[src/rtl/ps2_key_tracker_if.sv]
// rtl/ps2_key_tracker_if.sv - PS/2 pins, soft clear and key tracker result bundle
interface ps2_key_tracker_if #(
  parameter int NUM_VOICES = 2
);
  logic                    ps2_clk;
  logic                    ps2_dat;
  logic                    clear_n;
  logic [7:0]              scandata;
  logic                    scan_valid;
  logic                    frame_err;
  logic                    overflow;
  logic [NUM_VOICES-1:0]   key_on;
  logic [8*NUM_VOICES-1:0] key_codes;

  modport master (
    output ps2_clk, ps2_dat, clear_n,
    input  scandata, scan_valid, frame_err, overflow, key_on, key_codes
  );

  modport slave (
    input  ps2_clk, ps2_dat, clear_n,
    output scandata, scan_valid, frame_err, overflow, key_on, key_codes
  );
endinterface

[src/rtl/ps2_key_tracker.sv]
// rtl/ps2_key_tracker.sv - PS/2 receiver with make/break decoding and polyphonic key slots
module ps2_key_tracker #(
  parameter int NUM_VOICES  = 2,
  parameter int SYNC_STAGES = 2,
  parameter int FILTER_LEN  = 8,
  parameter int TIMEOUT_CYC = 100000
) (
  input  logic             iCLK_50,
  input  logic             reset,
  ps2_key_tracker_if.slave bus
);

  localparam int FLT_W = $clog2(FILTER_LEN + 1);
  localparam int TMO_W = $clog2(TIMEOUT_CYC + 1);
  localparam logic [FLT_W-1:0] FLT_LAST = FLT_W'(FILTER_LEN - 1);
  localparam logic [TMO_W-1:0] TMO_LAST = TMO_W'(TIMEOUT_CYC - 1);

  typedef enum logic [1:0] {IDLE, DATA, PARITY, STOP} rx_state_t;

  logic [SYNC_STAGES-1:0] clk_sync_q, dat_sync_q;
  logic                   clk_s, dat_s;
  logic                   filt_q, filt_d;
  logic [FLT_W-1:0]       filt_cnt_q, filt_cnt_d;
  logic                   sample_evt;

  rx_state_t              state_q, state_d;
  logic [2:0]             bitcnt_q, bitcnt_d;
  logic [7:0]             shift_q, shift_d;
  logic                   par_q, par_d;
  logic [TMO_W-1:0]       tmo_q, tmo_d;
  logic [7:0]             scandata_q, scandata_d;
  logic                   scan_valid_q, scan_valid_d;
  logic                   frame_err_q, frame_err_d;

  logic [NUM_VOICES-1:0]   key_on_q, key_on_d;
  logic [8*NUM_VOICES-1:0] key_codes_q, key_codes_d;
  logic                    brk_q, brk_d;
  logic                    ext_q, ext_d;
  logic                    overflow_q, overflow_d;
  logic                    held, hit;

  function automatic logic is_musical(input logic [7:0] c);
    case (c)
      8'h15, 8'h1C, 8'h1D, 8'h1B, 8'h24, 8'h23, 8'h2B, 8'h2C, 8'h34, 8'h35,
      8'h33, 8'h3B, 8'h43, 8'h42, 8'h4B, 8'h4C, 8'h44, 8'h4D, 8'h52, 8'h5B:
        return 1'b1;
      default:
        return 1'b0;
    endcase
  endfunction

  assign clk_s = clk_sync_q[SYNC_STAGES-1];
  assign dat_s = dat_sync_q[SYNC_STAGES-1];

  // Filtered level flips only after FILTER_LEN consecutive disagreeing samples;
  // the cycle of a high-to-low flip is the sample event.
  always_comb begin
    filt_d     = filt_q;
    filt_cnt_d = '0;
    sample_evt = 1'b0;
    if (clk_s != filt_q) begin
      if (filt_cnt_q == FLT_LAST) begin
        filt_d     = clk_s;
        sample_evt = filt_q;
      end else begin
        filt_cnt_d = filt_cnt_q + 1'b1;
      end
    end
  end

  always_ff @(posedge iCLK_50 or negedge reset) begin
    if (!reset) begin
      clk_sync_q <= '1;
      dat_sync_q <= '1;
      filt_q     <= 1'b1;
      filt_cnt_q <= '0;
    end else begin
      clk_sync_q <= {clk_sync_q[SYNC_STAGES-2:0], bus.ps2_clk};
      dat_sync_q <= {dat_sync_q[SYNC_STAGES-2:0], bus.ps2_dat};
      filt_q     <= filt_d;
      filt_cnt_q <= filt_cnt_d;
    end
  end

  always_comb begin
    state_d      = state_q;
    bitcnt_d     = bitcnt_q;
    shift_d      = shift_q;
    par_d        = par_q;
    scandata_d   = scandata_q;
    scan_valid_d = 1'b0;
    frame_err_d  = 1'b0;
    if (state_q == IDLE || sample_evt) tmo_d = '0;
    else                               tmo_d = tmo_q + 1'b1;

    if (sample_evt) begin
      case (state_q)
        IDLE: begin
          if (!dat_s) begin
            state_d  = DATA;
            bitcnt_d = 3'd0;
          end
        end
        DATA: begin
          shift_d = {dat_s, shift_q[7:1]};
          if (bitcnt_q == 3'd7) state_d = PARITY;
          else                  bitcnt_d = bitcnt_q + 3'd1;
        end
        PARITY: begin
          par_d   = dat_s;
          state_d = STOP;
        end
        STOP: begin
          if (dat_s && (^{shift_q, par_q})) begin
            scan_valid_d = 1'b1;
            scandata_d   = shift_q;
          end else begin
            frame_err_d = 1'b1;
          end
          state_d = IDLE;
        end
        default: state_d = IDLE;
      endcase
    end else if (state_q != IDLE && tmo_q == TMO_LAST) begin
      frame_err_d = 1'b1;
      state_d     = IDLE;
      bitcnt_d    = 3'd0;
      tmo_d       = '0;
    end
  end

  always_ff @(posedge iCLK_50 or negedge reset) begin
    if (!reset) begin
      state_q      <= IDLE;
      bitcnt_q     <= 3'd0;
      shift_q      <= 8'h00;
      par_q        <= 1'b0;
      tmo_q        <= '0;
      scandata_q   <= 8'h00;
      scan_valid_q <= 1'b0;
      frame_err_q  <= 1'b0;
    end else begin
      state_q      <= state_d;
      bitcnt_q     <= bitcnt_d;
      shift_q      <= shift_d;
      par_q        <= par_d;
      tmo_q        <= tmo_d;
      scandata_q   <= scandata_d;
      scan_valid_q <= scan_valid_d;
      frame_err_q  <= frame_err_d;
    end
  end

  // Decoder acts in the scan_valid cycle; soft clear overrides any byte arriving then.
  always_comb begin
    key_on_d    = key_on_q;
    key_codes_d = key_codes_q;
    brk_d       = brk_q;
    ext_d       = ext_q;
    overflow_d  = 1'b0;
    held        = 1'b0;
    hit         = 1'b0;
    for (int i = 0; i < NUM_VOICES; i++) begin
      if (key_on_q[i] && key_codes_q[8*i +: 8] == scandata_q) held = 1'b1;
    end

    if (!bus.clear_n) begin
      key_on_d    = '0;
      key_codes_d = {NUM_VOICES{8'hF0}};
      brk_d       = 1'b0;
      ext_d       = 1'b0;
    end else if (scan_valid_q) begin
      if (scandata_q == 8'hF0) begin
        brk_d = 1'b1;
      end else if (scandata_q == 8'hE0) begin
        ext_d = 1'b1;
      end else if (ext_q) begin
        brk_d = 1'b0;
        ext_d = 1'b0;
      end else if (brk_q) begin
        brk_d = 1'b0;
        for (int i = 0; i < NUM_VOICES; i++) begin
          if (!hit && key_on_q[i] && key_codes_q[8*i +: 8] == scandata_q) begin
            key_on_d[i]          = 1'b0;
            key_codes_d[8*i +: 8] = 8'hF0;
            hit                  = 1'b1;
          end
        end
      end else if (!held && is_musical(scandata_q)) begin
        for (int i = 0; i < NUM_VOICES; i++) begin
          if (!hit && !key_on_q[i]) begin
            key_on_d[i]          = 1'b1;
            key_codes_d[8*i +: 8] = scandata_q;
            hit                  = 1'b1;
          end
        end
        if (!hit) overflow_d = 1'b1;
      end
    end
  end

  always_ff @(posedge iCLK_50 or negedge reset) begin
    if (!reset) begin
      key_on_q    <= '0;
      key_codes_q <= {NUM_VOICES{8'hF0}};
      brk_q       <= 1'b0;
      ext_q       <= 1'b0;
      overflow_q  <= 1'b0;
    end else begin
      key_on_q    <= key_on_d;
      key_codes_q <= key_codes_d;
      brk_q       <= brk_d;
      ext_q       <= ext_d;
      overflow_q  <= overflow_d;
    end
  end

  assign bus.scandata   = scandata_q;
  assign bus.scan_valid = scan_valid_q;
  assign bus.frame_err  = frame_err_q;
  assign bus.overflow   = overflow_q;
  assign bus.key_on     = key_on_q;
  assign bus.key_codes  = key_codes_q;

endmodule
[src/flat_wrapper.sv]
// flat-port wrapper written by rule: the top's interface ports become plain ports
module ps2_key_tracker_flat 
#(
  parameter int NUM_VOICES  = 2,
  parameter int SYNC_STAGES = 2,
  parameter int FILTER_LEN  = 8,
  parameter int TIMEOUT_CYC = 100000
)
  (iCLK_50, reset, bus_ps2_clk, bus_ps2_dat, bus_clear_n, bus_scandata, bus_scan_valid, bus_frame_err, bus_overflow, bus_key_on, bus_key_codes);
  ps2_key_tracker_if #(.NUM_VOICES(NUM_VOICES)) bus_i ();
  input  logic iCLK_50;
  input  logic reset;
  input wire logic [$bits(bus_i.ps2_clk)-1:0] bus_ps2_clk;
  input wire logic [$bits(bus_i.ps2_dat)-1:0] bus_ps2_dat;
  input wire logic [$bits(bus_i.clear_n)-1:0] bus_clear_n;
  output wire logic [$bits(bus_i.scandata)-1:0] bus_scandata;
  output wire logic [$bits(bus_i.scan_valid)-1:0] bus_scan_valid;
  output wire logic [$bits(bus_i.frame_err)-1:0] bus_frame_err;
  output wire logic [$bits(bus_i.overflow)-1:0] bus_overflow;
  output wire logic [$bits(bus_i.key_on)-1:0] bus_key_on;
  output wire logic [$bits(bus_i.key_codes)-1:0] bus_key_codes;
  assign bus_i.ps2_clk = bus_ps2_clk;
  assign bus_i.ps2_dat = bus_ps2_dat;
  assign bus_i.clear_n = bus_clear_n;
  assign bus_scandata = bus_i.scandata;
  assign bus_scan_valid = bus_i.scan_valid;
  assign bus_frame_err = bus_i.frame_err;
  assign bus_overflow = bus_i.overflow;
  assign bus_key_on = bus_i.key_on;
  assign bus_key_codes = bus_i.key_codes;
  ps2_key_tracker #(.NUM_VOICES(NUM_VOICES), .SYNC_STAGES(SYNC_STAGES), .FILTER_LEN(FILTER_LEN), .TIMEOUT_CYC(TIMEOUT_CYC)) u_core (.iCLK_50(iCLK_50), .reset(reset), .bus(bus_i));
endmodule
[config.mk]
export PLATFORM = sky130hd
export DESIGN_NAME = ps2_key_tracker_flat
export DESIGN_NICKNAME = d
export VERILOG_FILES = /design/src/rtl/ps2_key_tracker_if.sv /design/src/rtl/ps2_key_tracker.sv /design/src/flat_wrapper.sv
export SDC_FILE = /design/constraint.sdc
export NUM_CORES = 1
export LEC_CHECK = 0
export CAP_MARGIN = 20
export CORE_MARGIN = 3
export CORE_UTILIZATION = 43
export CTS_CLUSTER_DIAMETER = 100
export DETAILED_ROUTE_END_ITERATION = 8
export HOLD_SLACK_MARGIN = 0.1
export SYNTH_ARGS = -nofsm -noshare
export SYNTH_HDL_FRONTEND = slang
export SYNTH_SLANG_ARGS = --single-unit
export TNS_END_PERCENT = 100
[constraint.sdc]
create_clock -name iCLK_50 -period 2.4 [get_ports iCLK_50]
set_input_delay 0.72 -clock iCLK_50 [delete_from_list [all_inputs] [get_ports iCLK_50]]
set_output_delay 0.72 -clock iCLK_50 [all_outputs]
set_load 0.05 [all_outputs]
==> key figures, run 1 <==
Route
  • Routed WL per cell: between 15 and 20 microns
  • Drt total wl: 7560 microns
  • Vias after detailed routing: between 2000 and 3000
  • Residual DRC count: 0
  • Antenna-violating nets left: 0
  • Iter 0 DRT Violations: 84
  • Drt pass-1 iters: 4
  • DR vias/cell: 5.47

Placement
  • Area of placed instances: between 4000 and 5000 sq um
  • Port bufs: 33
  • HPWL Detailed: 5500 microns
  • Setup slack at placement: between 0.03 and 0.04 ns
  • RePlAce Congestion: 0.840

Timing
  • Layout Skew: between 0.006 and 0.007 ns
  • Relative slew slack: 65.8%
  • Min Hold Slack: between 0.3 and 0.4 ns
  • Setup TNS: 0 ns
  • Final setup vio count: 0
  • Final Hold Fails: 0
  • Crit path time final: roughly 2.3 ns
  • RSZ-0062 raised after global routing: no
  • Setup ws final: about 0.075 ns
  • Slew Viols, Final: 0
  • FMAX: roughly 0.43 GHz
  • Fin crit share: 96.9%
  • Worst-Margin Slew: approximately 0.51 ns

Status
  • Run status: finished clean

GRT
  • Vias in the first global route: around 2600
  • Total GRT Usage: between 15 and 20%
  • Largest net degree at the start of global routing: 34
  • First-pass GRT wire length: around 13000 microns
  • Initial antenna violation count: 0
  • Global route overflow: 0

Clock tree
  • Num CTS Buffers: 9
  • Clk sinks: slightly above 70
  • Setup bufs post-CTS: 0
  • Clock-pin slew on the worst setup and hold paths: 0.07 ns
  • TritonCTS clock tree: built
  • CTS Root Cell: clkbuf_8
  • Cts hold-fix bufs: 0
  • H-tree levels: 3
  • CTS max path bufs: 2
  • Clk_lat worst skew: 0.35 ns

Floorplanning
  • Full die area: a little under 10000 sq um
  • Starting Density: 45.7%
  • FP Rows: 32
  • Core ar.: 7970 sq um
  • Die H: between 90 and 100 microns
  • Die W: approximately 98 microns
  • # IOs: 34

Worst setup path
  • Crit. End Element: output port
  • CP Class: flip-flop to output port
  • Slowest CP cell: clkdlybuf4s50_1
  • R2r worst-path depth: 6
  • Reg2Reg Setup Slack: between 0.1 and 0.15 ns
  • CP Data Required Time: between 1.5 and 2 ns
  • Crit path launch type: flip-flop
  • Critical path's top delay family: buffers and inverters
  • CP peak stage delay: approximately 0.83 ns
  • Crit path cell chain: clkdlybuf4s50_1
  • CP bufs+invs: 1
  • Crit-path max FO: 5
  • Worst EP arrival: between 1.5 and 2 ns
  • R2r startpoint: u_core.bus.scandata[5]
  • Worst R2R End: u_core.bus.key_codes[2]

Layout
  • Most frequent cells in the layout: dfrtp_1 (58), nor2_1 (29), nand2_1 (28), buf_4 (28), xnor2_1 (26)
  • Nets: between 300 and 400
  • Most common cell after layout, fill and taps aside: dfrtp_1
  • Share of cells above drive strength 1: between 20% and 30%
  • Number of diodes: 0
  • Area growth from synthesis to layout: 18.2%
  • Post-Layout Inst Area: about 4300 sq um

Pwr
  • Worst VDD drop: about 0.39 mV
  • Static Leak: 1.91 nW
  • PwrDens: approximately 570 nW/um^2

Synthesis
  • Main synth FF type: dfrtp_1
  • Syn_area_per_cell: 10.9 sq um
  • Synthesized Nets: between 300 and 400
  • Yosys reg bits: 71
  • Synth cell types: 59
  • Register area share after synthesis: approximately 49%
  • Yosys warns: 0
  • Post-synth ARST share: 100%
  • EDFF count, synth: 0
  • Synth Cell Area: 3640 sq um
  • Mapped Cells: between 300 and 400

Flow run
  • Total of max-cap violations: 0

Worst hold path
  • Hold WC Path Type: input port to asynchronous set/reset pin
-- routing by layer --
metal | vias up | wire length (microns) | track usage [%]
li1 | 1265 | - | -
met1 | 1280 | 3480 | 23.0
met2 | 84 | 3490 | 26.3
met3 | 17 | 419 | 3.57
met4 | 0 | 176 | 7.77
met5 | - | 0 | 0
-- cells by family after synthesis --
logic type                 Yosys count  share of synthesized area [%]
AOI/OAI and AO/OA                   55                           11.9
xor gates and xnor gates            40                           10.2
adders and majority gates            8                           2.75
buffers and inverters               28                           3.95
DFF                                 71                           49.3
muxes                               18                           5.67
and+or+nand+nor                    113                           16.3
-- synthesized netlist by cell type (all sizes together) (2+ instances only) --
master	instances	area (sq um)
dfrtp	58	1450
nand4	4	40.0
o21ai	7	35.0
a2bb2oi	4	35.0
a221o	4	40.0
inv	14	52.6
a22o	4	35.0
and4	2	17.5
nor3	7	40.0
buf	12	83.8
nor4	4	40.0
a21o	2	15.0
nor2	30	115
a221oi	3	26.3
and3b	2	17.5
ha	8	100
o41ai	2	36.3
and2	2	12.5
a31oi	2	12.5
nand2b	3	18.8
a311oi	2	23.8
xor2	12	105
nand3	15	75.1
and3	5	31.3
dfstp	13	342
clkbuf	2	7.51
or3	2	12.5
nand2	28	105
nor2b	4	25.0
a211oi	4	30.0
xnor2	27	244
mux2	18	206
nor3b	2	15.0
a21oi	13	65.1
-- metrics by stage --
| step | util [%] | instances | total power [mW] |
|---|---|---|---|
| 6_report | 54.0 | 484 | 2.47 |
| 2_1_floorplan | - | 333 | 1.44 |
| 3_3_place_gp | 51.5 | 468 | 1.52 |
| 5_1_grt | 54.0 | 484 | 2.60 |
| 3_5_place_dp | 51.5 | 468 | 1.53 |
| 4_1_cts | 53.9 | 484 | 2.50 |
-- repair_timing --
action                                  CTS  global route
hold endpoints to repair                  0             0
gates resized for setup                   0             1
endpoints found under the setup margin    0             1
-- flip-flops by register name, indices dropped and copies added, names as in the netlist, 2 cells and up --
| signal | cells |
|---|---|
| u_core.filt_cnt_q | 4 |
| u_core.dat_sync_q | 2 |
| u_core.clk_sync_q | 2 |
| u_core.tmo_q | 17 |
| u_core.bus.key_on | 2 |
| u_core.shift_q | 8 |
| u_core.bitcnt_q | 3 |
| u_core.bus.scandata | 8 |
| u_core.state_q | 2 |
| u_core.bus.key_codes | 16 |
-- power by group --
group          internal [mW]  switching [mW]
clock                  0.540           0.432
sequential              1.26          0.0408
combinational         0.0815           0.120
total                   1.88           0.594
-- area by class of cell --
cell class | count | area, sq um
Clock inverter | 1 | 30.0
Timing Repair Buffer | 47 | 428
Inverter | 14 | 52.6
Sequential cell | 71 | 1790
Tap cell | 102 | 128
Fill cell | 703 | 3670
Clock buffer | 15 | 166
Multi-Input combinational cell | 234 | 1700
-- worst max path at each step --
stage / start / to / cells after the start
finish: u_core.bus.key_on[1] / bus_key_on[1] / 1
CTS: u_core.bus.scan_valid / bus_scan_valid / 1
floorplan: u_core.bus.scandata[4] / u_core.bus.key_codes[10] / 7
detailed placement: bus_clear_n / u_core.bus.key_codes[8] / 6
global route: u_core.bus.scandata[4] / u_core.bus.key_codes[11] / 6
global placement: bus_clear_n / u_core.bus.key_codes[9] / 6
(Power assumes the default switching activity.)
==> inputs of run 2 (changes only) <==
- CTS_BUF_LIST: not set -> sky130_fd_sc_hd__clkbuf_4 sky130_fd_sc_hd__clkbuf_8
- PLACE_DENSITY: not set -> 0.69
==> run 2 against run 1 <==
Effect of this change: first-iteration DRC count increased by 24%; global-route usage decreased by 0.86 points; clock power increased by 34%; final area increased by 1.6%; setup slack improved by 0.0045 ns; sequential share of layout area decreased by 0.67 points; flip-flop and latch count unchanged; via count decreased by 1.8%; routed wire length decreased by 4.2%; largest power group unchanged; highest routed layer unchanged.
==> key figures, run 2 (synthesis results as in run 1) <==
Layout
  • Most common cell after layout, fill and taps aside: dfrtp_1
  • Cell Count, Final, Fillers Out: 484 (unchanged)
  • Nets: 390 (unchanged)
  • Fillers: 704 (+0.14%)
  • End-of-flow core utilization: 54.9% (+0.88 points)
  • Post-Layout Inst Area: 4370 sq um (+1.6%)
  • Number of diodes: 0 (unchanged)
  • Max FFs per register: 17 (unchanged)
  • FF+latch area: 1790 sq um (unchanged)
  • Most frequent cells in the layout: dfrtp_1 (58), nor2_1 (29), buf_4 (29), nand2_1 (28), xnor2_1 (26)
  • Multi-input gate area in the final layout: 1700 sq um (unchanged)
  • Share of cells above drive strength 1: 21.5% (+1.0 points)
  • Top reg by flops: u_core.tmo_q
  • Area growth from synthesis to layout: 20.1%

Placement
  • RePlAce Congestion: 0.858 (+2.1%)
  • Port bufs: 33 (unchanged)
  • HPWL Detailed: 5280 microns (-4.0%)
  • Area of placed instances: 4090 sq um (-0.31%)
  • Cells after DPL: 468 (unchanged)

Timing
  • FMAX: 0.431 GHz (+0.20%)
  • RSZ-0062 raised after global routing: no
  • Relative slew slack: 60.9% (-4.9 points)
  • Slew Viols, Final: 0 (unchanged)
  • Crit path time final: 2.32 ns (-0.00454 ns)
  • Setup TNS: 0 ns (unchanged)
  • Layout Skew: 0.0109 ns (+0.00406 ns)
  • Fin crit share: 96.7% (-0.19 points)
  • Final Hold Fails: 0 (unchanged)
  • Worst-Margin Slew: 0.586 ns (+0.0770 ns)
  • Final setup vio count: 0 (unchanged)

Floorplanning
  • Core ar.: 7970 sq um (unchanged)
  • Full die area: 9600 sq um (unchanged)
  • FP Rows: 32 (unchanged)
  • Die W: 98 microns (unchanged)
  • Starting Density: 45.7% (unchanged)
  • # IOs: 34 (unchanged)
  • Die H: 98 microns (unchanged)

Pwr
  • Internal power: 2.19 mW (+17%)
  • Total power: 2.80 mW (+13%)
  • Clock power share: 46.4% (+7.1 points)
  • Sequential power share: 46.3% (-6.2 points)
  • Switching Share: 21.8% (-2.2 points)
  • Static Leak: 1.94 nW (+1.7%)
  • Comb pwr share: 7.3% (-0.9 points)
  • PwrDens: 641 nW/um^2 (+12%)
  • Switch Pwr: 0.611 mW (+3.0%)
  • Worst VDD drop: 0.337 mV (-13%)

Route
  • Vias after detailed routing: 2598 (-1.8%)
  • Iter 0 DRT Violations: 104 (+24%)
  • Drt total wl: 7240 microns (-4.2%)
  • Drt pass-1 iters: 4 (unchanged)
  • Antenna-violating nets left: 0 (unchanged)
  • Routed WL per cell: 15.0 microns (-4.2%)
  • Residual DRC count: 0 (unchanged)
  • DR vias/cell: 5.37 (-1.8%)

Worst setup path
  • Crit path cell chain: clkdlybuf4s50_1
  • Crit. End Element: output port
  • Crit path launch type: flip-flop
  • CP Class: flip-flop to output port
  • Crit-path max FO: 4 (-1)
  • Slowest CP cell: clkdlybuf4s50_1
  • Worst EP arrival: 1.60 ns (about the same)
  • CP peak stage delay: 0.83 ns (about the same)
  • Critical path's top delay family: buffers and inverters
  • CP Data Required Time: 1.68 ns (about the same)
  • CP bufs+invs: 1 (unchanged)

GRT
  • Global route overflow: 0 (unchanged)
  • Total GRT Usage: 16.2% (-0.86 points)
  • First-pass GRT wire length: 12700 microns (-3.5%)
  • Initial antenna violation count: 0 (unchanged)
  • Vias in the first global route: 2612 (+0.38%)
  • Largest net degree at the start of global routing: 28 (-18%)

Clock tree
  • H-tree levels: 3 (unchanged)
  • Clk_lat worst skew: 0.35 ns (about the same)
  • Clock-pin slew on the worst setup and hold paths: 0.08 ns (about the same)
  • CTS Root Cell: clkbuf_8
  • TritonCTS clock tree: built
  • CTS max path bufs: 2 (unchanged)
  • Num CTS Buffers: 9 (unchanged)
  • Clk sinks: 71 (unchanged)

Status
  • Run status: finished clean

Flow run
  • Total of max-cap violations: 0 (unchanged)

Worst hold path
  • Hold WC Path Type: flip-flop to flip-flop
run 2: changes by cell type in the layout (fill, tap and decap cells not counted):
| cell | previous run | this run |
|---|---|---|
| bufinv_16 | 1 | 4 |
| buf_4 | 28 | 29 |
| clkbuf_1 | 4 | 0 |
| buf_12 | 3 | 2 |
| clkinvlp_4 | 0 | 1 |
run 2: area by class of cell:
type | count | area share, %
Sequential cell | 71 | 41.0
Tap cell | 102 | 2.92
Multi-Input combinational cell | 234 | 39.0
Clock buffer | 11 | 3.46
Inverter | 14 | 1.20
Timing Repair Buffer | 47 | 9.50
Clock inverter | 5 | 2.92
run 2: path summary, 6_finish.rpt:
kind | from | end | slack [ns] | depth (start not counted)
hold / removal | u_core.dat_sync_q[0] | u_core.dat_sync_q[1] | 0.36 | 0
min in group asynchronous | reset | u_core.tmo_q[10] | 0.37 | 1
max in group asynchronous | reset | u_core.clk_sync_q[0] | 1.41 | 2
setup / recovery | u_core.bus.key_codes[11] | bus_key_codes[11] | 0.08 | 1
hold reg to reg | u_core.dat_sync_q[0] | u_core.dat_sync_q[1] | 0.36 | 0
setup reg to reg | u_core.bus.scandata[3] | u_core.bus.key_codes[1] | 0.12 | 6
run 2: what timing repair did:
item | CTS | global route
resized for setup | 0 | 1
setup buffers | 0 | 0
hold buffers | 0 | 0
setup endpoints to repair | 0 | 1
run 2: metal layers:
layer	track usage, %	wire, microns	up-vias
met5	0	0	-
met4	4.90	101	0
met3	4.29	280	12
met2	26.3	3550	45
met1	21.2	3310	1273
li1	-	-	1268
run 2: worst reg2reg max path: stages, from the launching register on:
cell and delay (ns):
dfrtp_1 0.52, nand4b_1 0.29, o41ai_4 0.39, nor2_2 0.12, and3_1 0.23, a311oi_2 0.46, a22o_1 0.20
run 2: metrics by stage:
step	hold WS (ns)	setup WS, ns
global route	0.363	0.0217
global placement	0.348	0.215
detailed placement	0.349	0.147
finish	0.358	0.0799
CTS	0.362	0.00264
floorplan	0.345	0.181
run 2: power by group through the flow:
stage / Combinational, mW / Sequential (mW) / Clock [mW]
after global routing: 0.228 / 1.31 / 1.38
after global placement: 0.203 / 1.32 / 0
final: 0.204 / 1.30 / 1.30
after detailed placement: 0.206 / 1.32 / 0
after CTS: 0.207 / 1.30 / 1.33
after floorplan: 0.0896 / 1.35 / 0
